[src/rtl/agc_sim_pkg.sv]
// Shared constants and helpers for the NOR settle monitor: event record layout,
// default settle length and pointer sizing.
package agc_sim_pkg;

  localparam int SETTLE_DEFAULT = 2;
  localparam int RUN_W          = 4;
  localparam int EV_STAMP_LSB   = 0;

  // Event record is {rise, stamp[CNT_W-1:0]}; the rise flag sits just above the stamp.
  function automatic int ev_rise_pos(input int cnt_w);
    return cnt_w;
  endfunction

  function automatic int ev_width(input int cnt_w);
    return cnt_w + 1;
  endfunction

  function automatic int clog2(input int n);
    int r;
    r = 0;
    while ((1 << r) < n) r++;
    return r;
  endfunction

endpackage

[src/rtl/nor_event_fifo.sv]
// Synchronous event FIFO; a push into a full FIFO succeeds when a pop lands on the same edge.
module nor_event_fifo
  import agc_sim_pkg::*;
#(
  parameter int WIDTH = 17,
  parameter int DEPTH = 4
) (
  input  logic             clk,
  input  logic             rst_b,
  input  logic             push,
  input  logic             pop,
  input  logic [WIDTH-1:0] din,
  output logic [WIDTH-1:0] dout,
  output logic             full,
  output logic             empty
);

  localparam int PTR_W = clog2(DEPTH);

  logic [WIDTH-1:0] mem [DEPTH];
  logic [PTR_W-1:0] wr_ptr;
  logic [PTR_W-1:0] rd_ptr;
  logic [PTR_W:0]   count;
  logic             do_push;
  logic             do_pop;

  assign empty   = (count == (PTR_W+1)'(0));
  assign full    = (count == (PTR_W+1)'(DEPTH));
  assign do_pop  = pop && !empty;
  assign do_push = push && (!full || do_pop);
  assign dout    = empty ? '0 : mem[rd_ptr];

  always_ff @(posedge clk) begin
    if (rst_b && do_push) mem[wr_ptr] <= din;
  end

  always_ff @(posedge clk) begin
    if (!rst_b) begin
      wr_ptr <= '0;
      rd_ptr <= '0;
      count  <= '0;
    end else begin
      if (do_push) wr_ptr <= wr_ptr + PTR_W'(1);
      if (do_pop)  rd_ptr <= rd_ptr + PTR_W'(1);
      case ({do_push, do_pop})
        2'b10:   count <= count + (PTR_W+1)'(1);
        2'b01:   count <= count - (PTR_W+1)'(1);
        default: count <= count;
      endcase
    end
  end

endmodule

[src/rtl/nor_settle_monitor.sv]
// Settles a gate-modelled net, timestamps each accepted edge and queues it for a
// valid/ready consumer; a sticky flag records events lost to a full queue.
module nor_settle_monitor
  import agc_sim_pkg::*;
#(
  parameter logic IV     = 1'b0,
  parameter int   SETTLE = SETTLE_DEFAULT,
  parameter int   DEPTH  = 4,
  parameter int   CNT_W  = 16
) (
  input  logic             SIM_CLK,
  input  logic             SIM_RST,
  input  logic             net,
  input  logic             ev_ready,
  input  logic             clr_ovf,
  output logic             ev_valid,
  output logic             ev_rise,
  output logic [CNT_W-1:0] ev_stamp,
  output logic             level,
  output logic [CNT_W-1:0] rise_count,
  output logic             overflow
);

  localparam int             EV_W     = ev_width(CNT_W);
  localparam int             RISE_POS = ev_rise_pos(CNT_W);
  localparam logic [RUN_W:0] SETTLE_V = (RUN_W+1)'(SETTLE);

  logic             samp;
  logic [RUN_W-1:0] run;
  logic [RUN_W:0]   run_inc;
  logic [CNT_W-1:0] ts;
  logic             settle_hit;
  logic             pop;
  logic             fifo_full;
  logic             fifo_empty;
  logic             drop;
  logic [EV_W-1:0]  ev_in;
  logic [EV_W-1:0]  ev_out;

  always_comb begin
    run_inc    = {1'b0, run} + (RUN_W+1)'(1);
    settle_hit = (samp != level) && (run_inc == SETTLE_V);
    pop        = ev_valid && ev_ready;
    drop       = settle_hit && fifo_full && !pop;
    ev_in                            = '0;
    ev_in[RISE_POS]                  = ~level;
    ev_in[EV_STAMP_LSB +: CNT_W]     = ts;
  end

  always_ff @(posedge SIM_CLK) begin
    if (!SIM_RST) begin
      samp       <= IV;
      level      <= IV;
      run        <= '0;
      ts         <= '0;
      rise_count <= '0;
      overflow   <= 1'b0;
    end else begin
      samp <= net;
      ts   <= ts + CNT_W'(1);
      if (samp == level) begin
        run <= '0;
      end else if (settle_hit) begin
        level <= ~level;
        run   <= '0;
        if (!level) rise_count <= rise_count + CNT_W'(1);
      end else begin
        run <= run_inc[RUN_W-1:0];
      end
      // A drop on the same edge as a clear must leave the flag set.
      if (drop)         overflow <= 1'b1;
      else if (clr_ovf) overflow <= 1'b0;
    end
  end

  nor_event_fifo #(
    .WIDTH(EV_W),
    .DEPTH(DEPTH)
  ) u_fifo (
    .clk  (SIM_CLK),
    .rst_b(SIM_RST),
    .push (settle_hit),
    .pop  (pop),
    .din  (ev_in),
    .dout (ev_out),
    .full (fifo_full),
    .empty(fifo_empty)
  );

  assign ev_valid = !fifo_empty;
  assign ev_rise  = ev_out[RISE_POS];
  assign ev_stamp = ev_out[EV_STAMP_LSB +: CNT_W];

endmodule

[config.mk]
export PLATFORM = sky130hd
export DESIGN_NAME = nor_settle_monitor
export DESIGN_NICKNAME = d
export VERILOG_FILES = /design/src/rtl/agc_sim_pkg.sv /design/src/rtl/nor_event_fifo.sv /design/src/rtl/nor_settle_monitor.sv
export SDC_FILE = /design/constraint.sdc
export NUM_CORES = 1
export LEC_CHECK = 0
export CAP_MARGIN = 20
export CELL_PAD_IN_SITES_DETAIL_PLACEMENT = 1
export CELL_PAD_IN_SITES_GLOBAL_PLACEMENT = 1
export CORE_UTILIZATION = 43
export CTS_CLUSTER_DIAMETER = 40
export DETAILED_ROUTE_END_ITERATION = 10
export PLACE_DENSITY_LB_ADDON = 0.1
export SYNTH_ARGS = -nofsm -noshare
export SYNTH_HDL_FRONTEND = slang
export SYNTH_HIERARCHICAL = 1
export SYNTH_SLANG_ARGS = --single-unit
[constraint.sdc]
create_clock -name SIM_CLK -period 2.6 [get_ports SIM_CLK]
set_input_delay 0.26 -clock SIM_CLK [delete_from_list [all_inputs] [get_ports SIM_CLK]]
set_output_delay 0.26 -clock SIM_CLK [all_outputs]
set_load 0.01 [all_outputs]
==> impl_results.rst <==
.. list-table::
   :header-rows: 1

   * - Metric
     - Value
   * - Outcome
     - completed
   * - Clock Tree Buf Depth
     - 2
   * - Pre-antenna DRT Iters
     - 4
   * - Sum of negative setup slack
     - 0 ns
   * - HPWL Detailed
     - 6.78 mm
   * - Crit-path max cell delay
     - 0.60 ns
   * - Unrepaired setup endpoints after global routing
     - false
   * - Routed wire length per instance
     - ~17 um
   * - Maximum number of pins on one net before global-route repair
     - 32
   * - Clock-pin slew on the worst setup and hold paths
     - 0.05 ns
   * - Slowest library cell on the worst path
     - sky130_fd_sc_hd__mux4_1
   * - Tmin final
     - about 2.5 ns
   * - Cell types with the largest area share after synthesis
     - sky130_fd_sc_hd__edfxtp_1 (41%), sky130_fd_sc_hd__dfxtp_1 (19%), sky130_fd_sc_hd__mux4_2 (4.5%), sky130_fd_sc_hd__mux4_1 (3.7%), sky130_fd_sc_hd__and2_1 (2.6%)
   * - Starting DRT DRC Count
     - 113
   * - H-tree depth
     - 4
   * - Signed area change from the synthesized netlist to the final layout
     - 24.5%
   * - Cell chain of the critical path
     - buf_12, mux4_1, and2_1, clkdlybuf4s50_1
   * - Clock tree sinks
     - ~120
   * - Antenna violations before repair
     - 0
   * - Category of the critical setup timing path
     - reg2out
   * - CP Data Arrival Time
     - 2.21 ns
   * - Number of distinct library cell variants in the gate-level netlist after synthesis
     - 44
   * - Number of maximum-capacitance constraint violations
     - 0
   * - Yosys top cell area share
     - 40.6%
   * - PwrDens
     - 729 mW/mm^2
   * - Synthesized instance count
     - 390
   * - Wire length of the first global-routing pass
     - 16.5 mm
   * - Chip width
     - 110 um
   * - Leakage
     - around 0.0021 uW
   * - IO Pins
     - 41
   * - Worst-case hold slack
     - 0.458 ns
   * - Critical Path Sink Type
     - primary output
   * - Top cell family by delay on the critical path
     - buffers and inverters
   * - Global placer's final weighted congestion
     - 0.805
   * - Final clock period utilization by the worst path
     - 95.2%
   * - EDFF count, synth
     - 68
   * - Slew at the pin closest to its max-slew limit
     - a little over 0.7 ns
   * - Die Footprint
     - 0.0121 sq mm
   * - Leading cell type by number of instances after synthesis
     - sky130_fd_sc_hd__edfxtp_1
   * - Remaining max-slew budget at the tightest pin
     - between 50 and 60%
   * - Peak fanout along the critical path
     - 17
   * - Hold Path Class
     - in2reg
   * - Buffers inserted by post-CTS timing repair
     - 0
   * - Syn. warnings
     - 6
   * - Share of the core filled with cells in the final layout
     - 54.8%
   * - Worst clock skew
     - 0.00864 ns
   * - Antenna violation net count after detailed routing
     - 0
   * - Sort of element at the start of the critical path
     - flip-flop
   * - Mapped Avg Cell Area
     - 12.9 sq um
   * - Overall global routing resource usage
     - 18.6%
   * - Number of diodes added for antenna fixing
     - 0
   * - DRT Wirelength
     - 10.3 mm
   * - DRC violations left
     - 0
   * - Library cell occupying the most area in the post-synthesis netlist
     - sky130_fd_sc_hd__edfxtp_1
   * - Number of placement rows
     - 39
   * - Yosys reg bits
     - 116
   * - Part of the Yosys area used for sequential elements
     - 59.7%
   * - Final count of pins violating max slew
     - 0
   * - Worst-Skew Late Latency
     - 0.40 ns
   * - Total Nets Final
     - 457
   * - Worst IR Drop VDD
     - 402 uV
   * - Highest clock rate
     - 404 MHz
   * - Wire length on met1
     - 4.77 mm
   * - CTS tree
     - yes
   * - Number of I/O port buffers
     - 40
   * - Via total after detailed routing
     - 3,209
   * - Y dimension of the die
     - 110 um
   * - CTS Buf Count
     - 17
   * - Buffer cell driving the clock tree root
     - sky130_fd_sc_hd__clkbuf_16
   * - Via count of the first global-routing pass
     - approximately 3,300
   * - Setup-failing EPs final
     - 0
   * - Syn_nets
     - a little over 400
   * - Most used flip-flop cell after synthesis
     - sky130_fd_sc_hd__edfxtp_1
   * - Combined buffer and inverter count along the critical path
     - 2
   * - Ratio of cells with drive above 1 in the final layout
     - between 10% and 20%
   * - Endpoint required time on the critical path
     - 2.34 ns
   * - Total congestion overflow after global routing
     - 0
   * - Starting utilization of the core area
     - 44.0%
   * - Most numerous cell types in the synthesized netlist
     - sky130_fd_sc_hd__edfxtp_1 (68), sky130_fd_sc_hd__dfxtp_1 (48), sky130_fd_sc_hd__nand2_1 (29)
   * - Share of flip-flops with an asynchronous set or reset after synthesis
     - 0%
   * - Total chip power
     - 4560 uW
   * - Detailed-routed wire length on met2
     - about 5.3 mm
   * - Uppermost signal routing layer after detailed routing
     - met4
   * - Post-placement cell count
     - 567
   * - Placeable core region
     - roughly 0.011 sq mm
   * - Total standard cell area after synthesis
     - approximately 0.005 sq mm
   * - Final Non-Filler Cells
     - 598
   * - Vias per std cell
     - 5.37
   * - Total met3 wirelength after detailed routing
     - 183 um
   * - Endpoints failing hold
     - 0
==> through the flow <==
stage	area [sq um]	setup slack, ns
6_report	6260	0.126
3_3_place_gp	5600	0.254
2_1_floorplan	5030	0.0727
4_1_cts	6250	0.0700
5_1_grt	6260	0.0311
3_5_place_dp	5600	0.148
==> area by class of cell <==
cell class	instances	area (sq um)
fillers	1173	5160
inverters	16	60.1
well taps	143	179
multi-input cells	241	1870
clock buffers	17	425
flip-flops and latches	116	3000
repair buffers	51	495
clock inverters	14	226
==> cell usage in the layout (no fill, tap or decap), types with 3 or more instances in the layout <==
cell                               n
sky130_fd_sc_hd__a21oi_1          14
sky130_fd_sc_hd__and2_1           21
sky130_fd_sc_hd__and3_2            5
sky130_fd_sc_hd__and4_1            3
sky130_fd_sc_hd__buf_4            10
sky130_fd_sc_hd__bufinv_16         5
sky130_fd_sc_hd__clkbuf_16        17
sky130_fd_sc_hd__clkdlybuf4s50_1  40
sky130_fd_sc_hd__clkinv_4          3
sky130_fd_sc_hd__dfxtp_1          48
sky130_fd_sc_hd__edfxtp_1         68
sky130_fd_sc_hd__ha_1              8
sky130_fd_sc_hd__inv_1            16
sky130_fd_sc_hd__inv_6             4
sky130_fd_sc_hd__mux2i_1          13
sky130_fd_sc_hd__mux4_1            7
sky130_fd_sc_hd__mux4_2           10
sky130_fd_sc_hd__nand2_1          29
sky130_fd_sc_hd__nand2b_1         14
sky130_fd_sc_hd__nand3_1          13
sky130_fd_sc_hd__nand4_1           8
sky130_fd_sc_hd__nor2_1           18
sky130_fd_sc_hd__nor2b_2           3
sky130_fd_sc_hd__nor3_1            3
sky130_fd_sc_hd__nor4_1           12
sky130_fd_sc_hd__o21ai_0          10
sky130_fd_sc_hd__o31ai_1           6
sky130_fd_sc_hd__or3_1             6
sky130_fd_sc_hd__or4_1             3
sky130_fd_sc_hd__xnor2_1           9
sky130_fd_sc_hd__xor2_1            6
==> per-layer routing <==
metal,vias to the layer above,global-route usage (%)
li1,1558,-
met1,1609,22.7
met2,35,32.8
met3,7,4.06
met4,0,6.20
met5,-,0
==> kinds of logic after synthesis <==
kind of cell / Yosys count / share of synthesized area [%]
simple gates: 150 / 16.6
flops: 116 / 59.7
compound gates: 37 / 4.65
buf+inv: 33 / 3.28
mux: 30 / 10.7
xor+xnor: 15 / 2.61
fa+ha+maj: 9 / 2.39
==> sequential cells by signal, indices dropped and copies added, names as in the netlist, named ones only <==
signal and flops:
u_fifo/count 3, u_fifo/wr_ptr 2, run 4, rise_count 16, overflow 1, u_fifo/rd_ptr 2, level 1, ts 16
samp 1, u_fifo/mem 68
==> power breakdown <==
part,switching (uW),leakage [uW],internal (uW)
clock,831,0.000311,1710
sequential,13.1,0.00101,1940
combinational,41.0,0.000777,25.9
total,885,0.00210,3680
==> final timing paths <==
kind                            slack (ns)                     endpoint                         from  depth (start not counted)
worst max-delay path                  0.13                      ev_rise                    flip-flop                          4
worst min-delay path                  0.46              samp$_SDFF_PN0_                          net                          2
worst max register to register        0.18   u_fifo/mem[1][7]$_DFFE_PP_            run[0]$_SDFF_PP0_                          7
worst min register to register        0.47  rise_count[15]$_SDFFE_PN0P_  rise_count[15]$_SDFFE_PN0P_                          2
==> repair_timing <==
item / in CTS / in global routing
resized for setup: 0 / 3
endpoints found under the setup margin: 0 / 1
hold buffers: 0 / 0
No activity file was read; power rests on OpenSTA's default activity.
